[config.mk]
export PLATFORM = sky130hd
export DESIGN_NAME = hazard3_ahb_arbiter_2to1
export DESIGN_NICKNAME = d
export VERILOG_FILES = /design/src/rtl/hazard3_ahb_arbiter_2to1.sv
export SDC_FILE = /design/constraint.sdc
export NUM_CORES = 1
export LEC_CHECK = 0
export CAP_MARGIN = 10
export CORE_AREA = 3 3 110 112
export CTS_CLUSTER_DIAMETER = 200
export DETAILED_ROUTE_END_ITERATION = 8
export DIE_AREA = 0 0 113 115
export PLACE_DENSITY_LB_ADDON = 0.12
export SYNTH_ARGS = -nofsm -noshare
export SYNTH_HDL_FRONTEND = slang
export SYNTH_SLANG_ARGS = --single-unit
[constraint.sdc]
create_clock -name clk -period 1.72 [get_ports clk]
set_input_delay 0.344 -clock clk [delete_from_list [all_inputs] [get_ports clk]]
set_output_delay 0.344 -clock clk [all_outputs]
set_load 0.005 [all_outputs]
[src/rtl/hazard3_ahb_arbiter_2to1.sv]
// hazard3_ahb_arbiter_2to1: fixed-priority I/D to single AHB-Lite master arbiter with grant hold.
// Optional I-side starvation guard enabled by defining HAZARD3_ARB_STARVE_GUARD_EN.
module hazard3_ahb_arbiter_2to1 #(
  parameter int W_ADDR       = 32,
  parameter int W_DATA       = 32,
  parameter int STARVE_LIMIT = 8
) (
  input  logic              clk,
  input  logic              rst,
  input  logic              aph_req_i,
  input  logic              aph_panic_i,
  output logic              aph_ready_i,
  output logic              dph_ready_i,
  output logic              dph_err_i,
  input  logic [W_ADDR-1:0] haddr_i,
  input  logic [2:0]        hsize_i,
  output logic [W_DATA-1:0] rdata_i,
  input  logic              aph_req_d,
  output logic              aph_ready_d,
  output logic              dph_ready_d,
  output logic              dph_err_d,
  input  logic [W_ADDR-1:0] haddr_d,
  input  logic [2:0]        hsize_d,
  input  logic              hwrite_d,
  input  logic [W_DATA-1:0] wdata_d,
  output logic [W_DATA-1:0] rdata_d,
  output logic [W_ADDR-1:0] haddr,
  output logic              hwrite,
  output logic [1:0]        htrans,
  output logic [2:0]        hsize,
  output logic [2:0]        hburst,
  output logic [3:0]        hprot,
  output logic              hmastlock,
  input  logic              hready,
  input  logic              hresp,
  output logic [W_DATA-1:0] hwdata,
  input  logic [W_DATA-1:0] hrdata
);
  logic hold_valid, hold_d, dph_own_i, dph_own_d;
  logic force_i, raw_gnt_i, raw_gnt_d, gnt_i, gnt_d, gnt_any;
`ifdef HAZARD3_ARB_STARVE_GUARD_EN
  localparam int W_CNT = $clog2(STARVE_LIMIT + 1);
  logic [W_CNT-1:0] starve_cnt;
  assign force_i = aph_req_i && starve_cnt == W_CNT'(STARVE_LIMIT);
  // Counts accepted-slot cycles in which I waited; saturates at the limit.
  always_ff @(posedge clk or posedge rst)
    if (rst)
      starve_cnt <= '0;
    else if (!aph_req_i || (hready && gnt_i))
      starve_cnt <= '0;
    else if (hready && starve_cnt != W_CNT'(STARVE_LIMIT))
      starve_cnt <= starve_cnt + 1'b1;
`else
  assign force_i = 1'b0 && STARVE_LIMIT != 0;
`endif
  assign raw_gnt_d = aph_req_d && !(aph_req_i && aph_panic_i) && !force_i;
  assign raw_gnt_i = aph_req_i && !raw_gnt_d;
  // A stalled address phase keeps its owner; if that owner withdraws, the bus goes IDLE.
  assign gnt_d   = hold_valid ? hold_d && aph_req_d : raw_gnt_d;
  assign gnt_i   = hold_valid ? !hold_d && aph_req_i : raw_gnt_i;
  assign gnt_any = gnt_i || gnt_d;
  always_ff @(posedge clk or posedge rst)
    if (rst) begin
      hold_valid <= 1'b0;
      hold_d     <= 1'b0;
      dph_own_i  <= 1'b0;
      dph_own_d  <= 1'b0;
    end else begin
      hold_valid <= !hready && gnt_any;
      if (!hready && gnt_any)
        hold_d <= gnt_d;
      if (hready) begin
        dph_own_i <= gnt_i;
        dph_own_d <= gnt_d;
      end
    end
  assign htrans      = gnt_any ? 2'b10 : 2'b00;
  assign haddr       = gnt_i ? haddr_i : haddr_d;
  assign hsize       = gnt_i ? hsize_i : hsize_d;
  assign hprot       = gnt_i ? 4'b0010 : 4'b0011;
  assign hwrite      = hwrite_d && gnt_d;
  assign hburst      = 3'b000;
  assign hmastlock   = 1'b0;
  assign hwdata      = wdata_d;
  assign aph_ready_i = hready && gnt_i;
  assign aph_ready_d = hready && gnt_d;
  assign dph_ready_i = hready && dph_own_i;
  assign dph_ready_d = hready && dph_own_d;
  assign dph_err_i   = hready && dph_own_i && hresp;
  assign dph_err_d   = dph_own_d && hresp;
  assign rdata_i     = hrdata;
  assign rdata_d     = hrdata;
endmodule
# ---- After elaboration in Yosys (flattened, before gate mapping)
# Index checks and enable logic that the tools add are counted.
dict set report word_totals {
  ff_bits 4
  latch_bits 0
  ramBits 0
  mem_bits_ro 0
  inputBits 142
  out_inout_bits 148
  memories 0
}
dict set report classes {
  add_sub_neg 0
  n_mul 0
  n_div 0
  magnitude_cmp 0
  eq_ne 0
  shifts 0
  mux 6
  bitwise_logic 0
  reduce_logical 18
}
# operator count
set ops {}
lappend ops {{$mux 32} 1}
lappend ops {{$logic_and 1x1->1} 13}
lappend ops {{$logic_not 1->1} 4}
lappend ops {{$mux 1} 3}
lappend ops {{$mux 3} 1}
lappend ops {{$mux 2} 1}
lappend ops {{$logic_or 1x1->1} 1}

# ---- Logic depth before layout (Yosys ltp)
dict set report logic_depth {
  word_depth 8
  depth_mapped 5
}

# ---- Worst setup path after synthesis
# OpenSTA, ideal clock, no wires.
dict set report synth_path {
  path_type {input to output}
  from {input aph_panic_i}
  to {output haddr[16]}
  t_arrival_ps 1273
  setup_slack_ps 103
  cell_stages 5
  path_buffers 2
  path_cell_list {nand2b_1 -> o211ai_2 -> buf_6 -> buf_12 -> mux2_4}
}
dict set report synth_via {
  elab_chain_len 7
}
# element line
set synth_rtl {}
lappend synth_rtl {{start, declared} 11} ;# input logic aph_panic_i,
lappend synth_rtl {{$logic_and 1x1->1} 56} ;# assign raw_gnt_d = aph_req_d && !(aph_req_i && aph_panic_i) && !force_i;
lappend synth_rtl {{$logic_not 1->1} 56}
lappend synth_rtl {{$logic_and 1x1->1} 56}
lappend synth_rtl {{$logic_not 1->1} 57} ;# assign raw_gnt_i = aph_req_i && !raw_gnt_d;
lappend synth_rtl {{$logic_and 1x1->1} 57}
lappend synth_rtl {{$mux 1} 60} ;# assign gnt_i = hold_valid ? !hold_d && aph_req_i : raw_gnt_i;
lappend synth_rtl {{$mux 32} 78} ;# assign haddr = gnt_i ? haddr_i : haddr_d;
lappend synth_rtl {{end, declared} 27} ;# output logic [W_ADDR-1:0] haddr,
# Every way passes these cells.

# ---- Worst setup path in the final report
dict set report layout_path {
  from {register hold_valid}
  to {output hsize[1]}
}
dict set report layout_via {
  elab_chain_len 2
}
# element line
set layout_rtl {}
lappend layout_rtl {{start, declared} 39} ;# logic hold_valid, hold_d, dph_own_i, dph_own_d;
lappend layout_rtl {{start signal, assigned} 69} ;# hold_valid <= !hready && gnt_any;
lappend layout_rtl {{$mux 1} 60}
lappend layout_rtl {{$mux 3} 79} ;# assign hsize = gnt_i ? hsize_i : hsize_d;
lappend layout_rtl {{end, declared} 30} ;# output logic [2:0] hsize,
# Every way passes these cells.

==> impl_metrics.csv <==
group,metric,value,unit
synth,yosysUniqueCellTypes,20,
placement,place.port_buffers,121,
clock_tree,clk_path_buf_depth,2,
synth,yosys-top-cells-count,"106 x buf_4, 18 x mux2_2, 17 x mux2_4",
synth,syn_avg_cell_area,8.77,um2
sta,period_minus_slack,2.03,ns
synth,synthMuxAreaShare,30.1,%
routing,drc,0,
clock_tree,clk_pin_slew_worst_paths,0.03,ns
worst_hold_path,hold_class,"in -> async",
floorplanning,fp.dieW,113,um
routing,final_antenna_net_count,0,
critical_path,r2r_start,"hold_valid",
synth,synth_enable_flop_cells,0,
synth,async_reset_ff_share,100,%
outcome,status,"finished with violations",
synth,synth_seq_cells,4,
sta,timing.final.crit_share,118,%
critical_path,worstSetupPathType,"reg -> out",
pwr,p_leak,1.26,nW
routing,wirelength,4930,um
sta,finalHoldViolCount,0,
routing,num_vias,1196,
global_routing,grt_use_total,6.92,%
clock_tree,clk-insertion-delay-late,0.22,ns
synth,ys_warn_count,0,
cells_and_area,area_growth,71.2,%
pwr,power.total,1.33,mW
routing,wl_per_cell,13.3,um
synth,synthXorXnorAreaFrac,0,%
synth,synth.yosys.seq_area_share,6.45,%
clock_tree,cts_max_level,1,
global_routing,overflow,0,
floorplanning,rows,39,
pwr,power_density,501,nW/um2
critical_path,cp.required,1.38,ns
routing,dr.pass1.iters,2,
cells_and_area,fillers,1239,
synth,synthCells,177,
floorplanning,pin_count,290,
critical_path,end_kind,"primary output",
floorplanning,dieArea,13000,um2
sta,rsz0062_at_grt,"yes",
sta,fmax,0.493,GHz
outcome,violations,"setup timing",
synth,ys.flop_type,"dfrtp_1",
placement,hpwlAfterDp,3840,um
placement,gp_congestion,0.658,
global_routing,grt_max_degree,10,
global_routing,grt_pass1_wl,7140,um
global_routing,antenna_found_initial,0,
critical_path,crit_arrival,1.68,ns
synth,synth_simple_gate_area_share,4.75,%
critical_path,ff2ff_setup_slack,0.40,ns
synth,synth_top_family_by_area,"buffers and inverters",
placement,dp.cells,352,
synth,synth.cell_area,1550,um2
synth,synth_largest_area_cell,"buf_4",
global_routing,grt_pass1_vias,1323,
floorplanning,coreArea,11300,um2
critical_path,cp_max_fo,5,
routing,viasPerCell,3.22,
clock_tree,cts_tree,"done",
placement,dp_slack,-0.908,ns
cells_and_area,drive_gt1_share,52.4,%
sta,finClkSkew,0.00164,ns
pwr,ir_drop,342,uV
sta,layout_setup_ws,-0.308,ns
cells_and_area,antenna_cells,0,
run,maxCapViolCount,0,
clock_tree,cts_buffers,3,
synth,yosysTopAreaCellShare,51.2,%
clock_tree,cts_hold_buf,0,
synth,synth_compound_area_share,2.66,%
clock_tree,root_buffer,"clkbuf_16",
clock_tree,clkSinkCount,4,
sta,setup_violations,38,
routing,drt_iter0_drc,12,
floorplanning,start_util,13.7,%
cells_and_area,fin_cells,372,
synth,synth_most_common_cell,"buf_4",
critical_path,crit_start,"hold_valid",
synth,synthAdderAreaFrac,0,%
sta,drv_slew,0,
synth,yosys-top-cells-area,"buf_4 51%, mux2_4 16%, mux2_2 13%",
floorplanning,die_y,115,um
critical_path,worstSetupStartpointType,"flip-flop",
cells_and_area,nNetsFinal,373,
sta,fin_hold_ws,0.313,ns
-- through the flow --
step / utilization, % / TNS [ns] / area, um2
finish: 23.5 / -9.17 / 2660
global route: 23.5 / -11.26 / 2660
CTS: 23.5 / -11.42 / 2660
detailed placement: 19.8 / -33.41 / 2240
global placement: 19.8 / -33.77 / 2240
floorplan: - / 0 / 1580
-- path summary, 6_finish.rpt --
kind                               to  cells after the start
setup / recovery             hsize[1]                      6
hold / removal              dph_own_i                      2
setup reg to reg            dph_own_i                      7
hold reg to reg             dph_own_d                      2
max in group asynchronous  hold_valid                      2
min in group clk               hold_d                      3
-- what timing repair did --
action,in CTS,in global routing
cloned,3,1
endpoints found under the setup margin,44,40
setup buffers,17,3
resized for setup,222,23
pin swaps,7,4
-- cell type report --
| cell class | instances | area, um2 | area share [%] |
|---|---|---|---|
| clock buffer | 3 | 75.1 | 2.82 |
| inverter | 4 | 15.0 | 0.565 |
| multi-input combinational | 66 | 713 | 26.8 |
| sequential | 4 | 101 | 3.81 |
| tap | 143 | 179 | 6.73 |
| timing repair buffer | 152 | 1570 | 59.2 |
-- cell families after synthesis --
family,Yosys count
AOI/OAI and AO/OA,6
other,2
DFF,4
muxes,36
buffers and inverters,113
and+or+nand+nor,16
-- per-layer routing --
| metal | vias up | GRT usage [%] | part of all wire (%) |
|---|---|---|---|
| met2 | 79 | 13.0 | 53 |
| li1 | 562 | - | - |
| met1 | 536 | 7.04 | 32 |
| met3 | 19 | 2.42 | 13 |
| met5 | - | 0 | 0 |
| met4 | 0 | 2.72 | 1.7 |
-- state kept, by name (all words and copies together) (netlist names) --
register    count
dph_own_i       1
hold_valid      1
hold_d          1
dph_own_d       1
-- critical path, stage by stage, from the launching register on --
cell	delay, ns
dfrtp_2	0.43
o211ai_4	0.24
buf_6	0.14
buf_6	0.11
buf_12	0.12
mux2_4	0.30
buf_6	0.11
-- placed cells by master, fill, tap and decap left out --
cell	n
a21oi_2	1
and2_1	2
mux2i_1	1
clkdlybuf4s15_2	1
nand2b_4	2
nor3_1	1
clkbuf_2	8
inv_2	1
o21ai_0	1
nand2_1	2
clkbuf_16	4
buf_12	4
dfrtp_1	3
nand2_2	1
clkdlybuf4s50_1	75
buf_2	5
mux2_4	35
buf_4	10
and3_1	1
inv_1	3
a21oi_1	1
o211ai_4	1
buf_16	2
nor2_1	6
nor2_2	1
a31oi_1	1
conb_1	8
clkdlybuf4s15_1	1
dfrtp_2	1
dlygate4sd2_1	2
buf_6	43
o211ai_1	1
-- power breakdown --
group	internal [mW]	total (mW)	switching, mW
Combinational	0.612	0.858	0.246
Clock	0.296	0.355	0.0587
Sequential	0.108	0.118	0.00993
Total	1.02	1.33	0.315
Power figures use the tool's default switching activity.
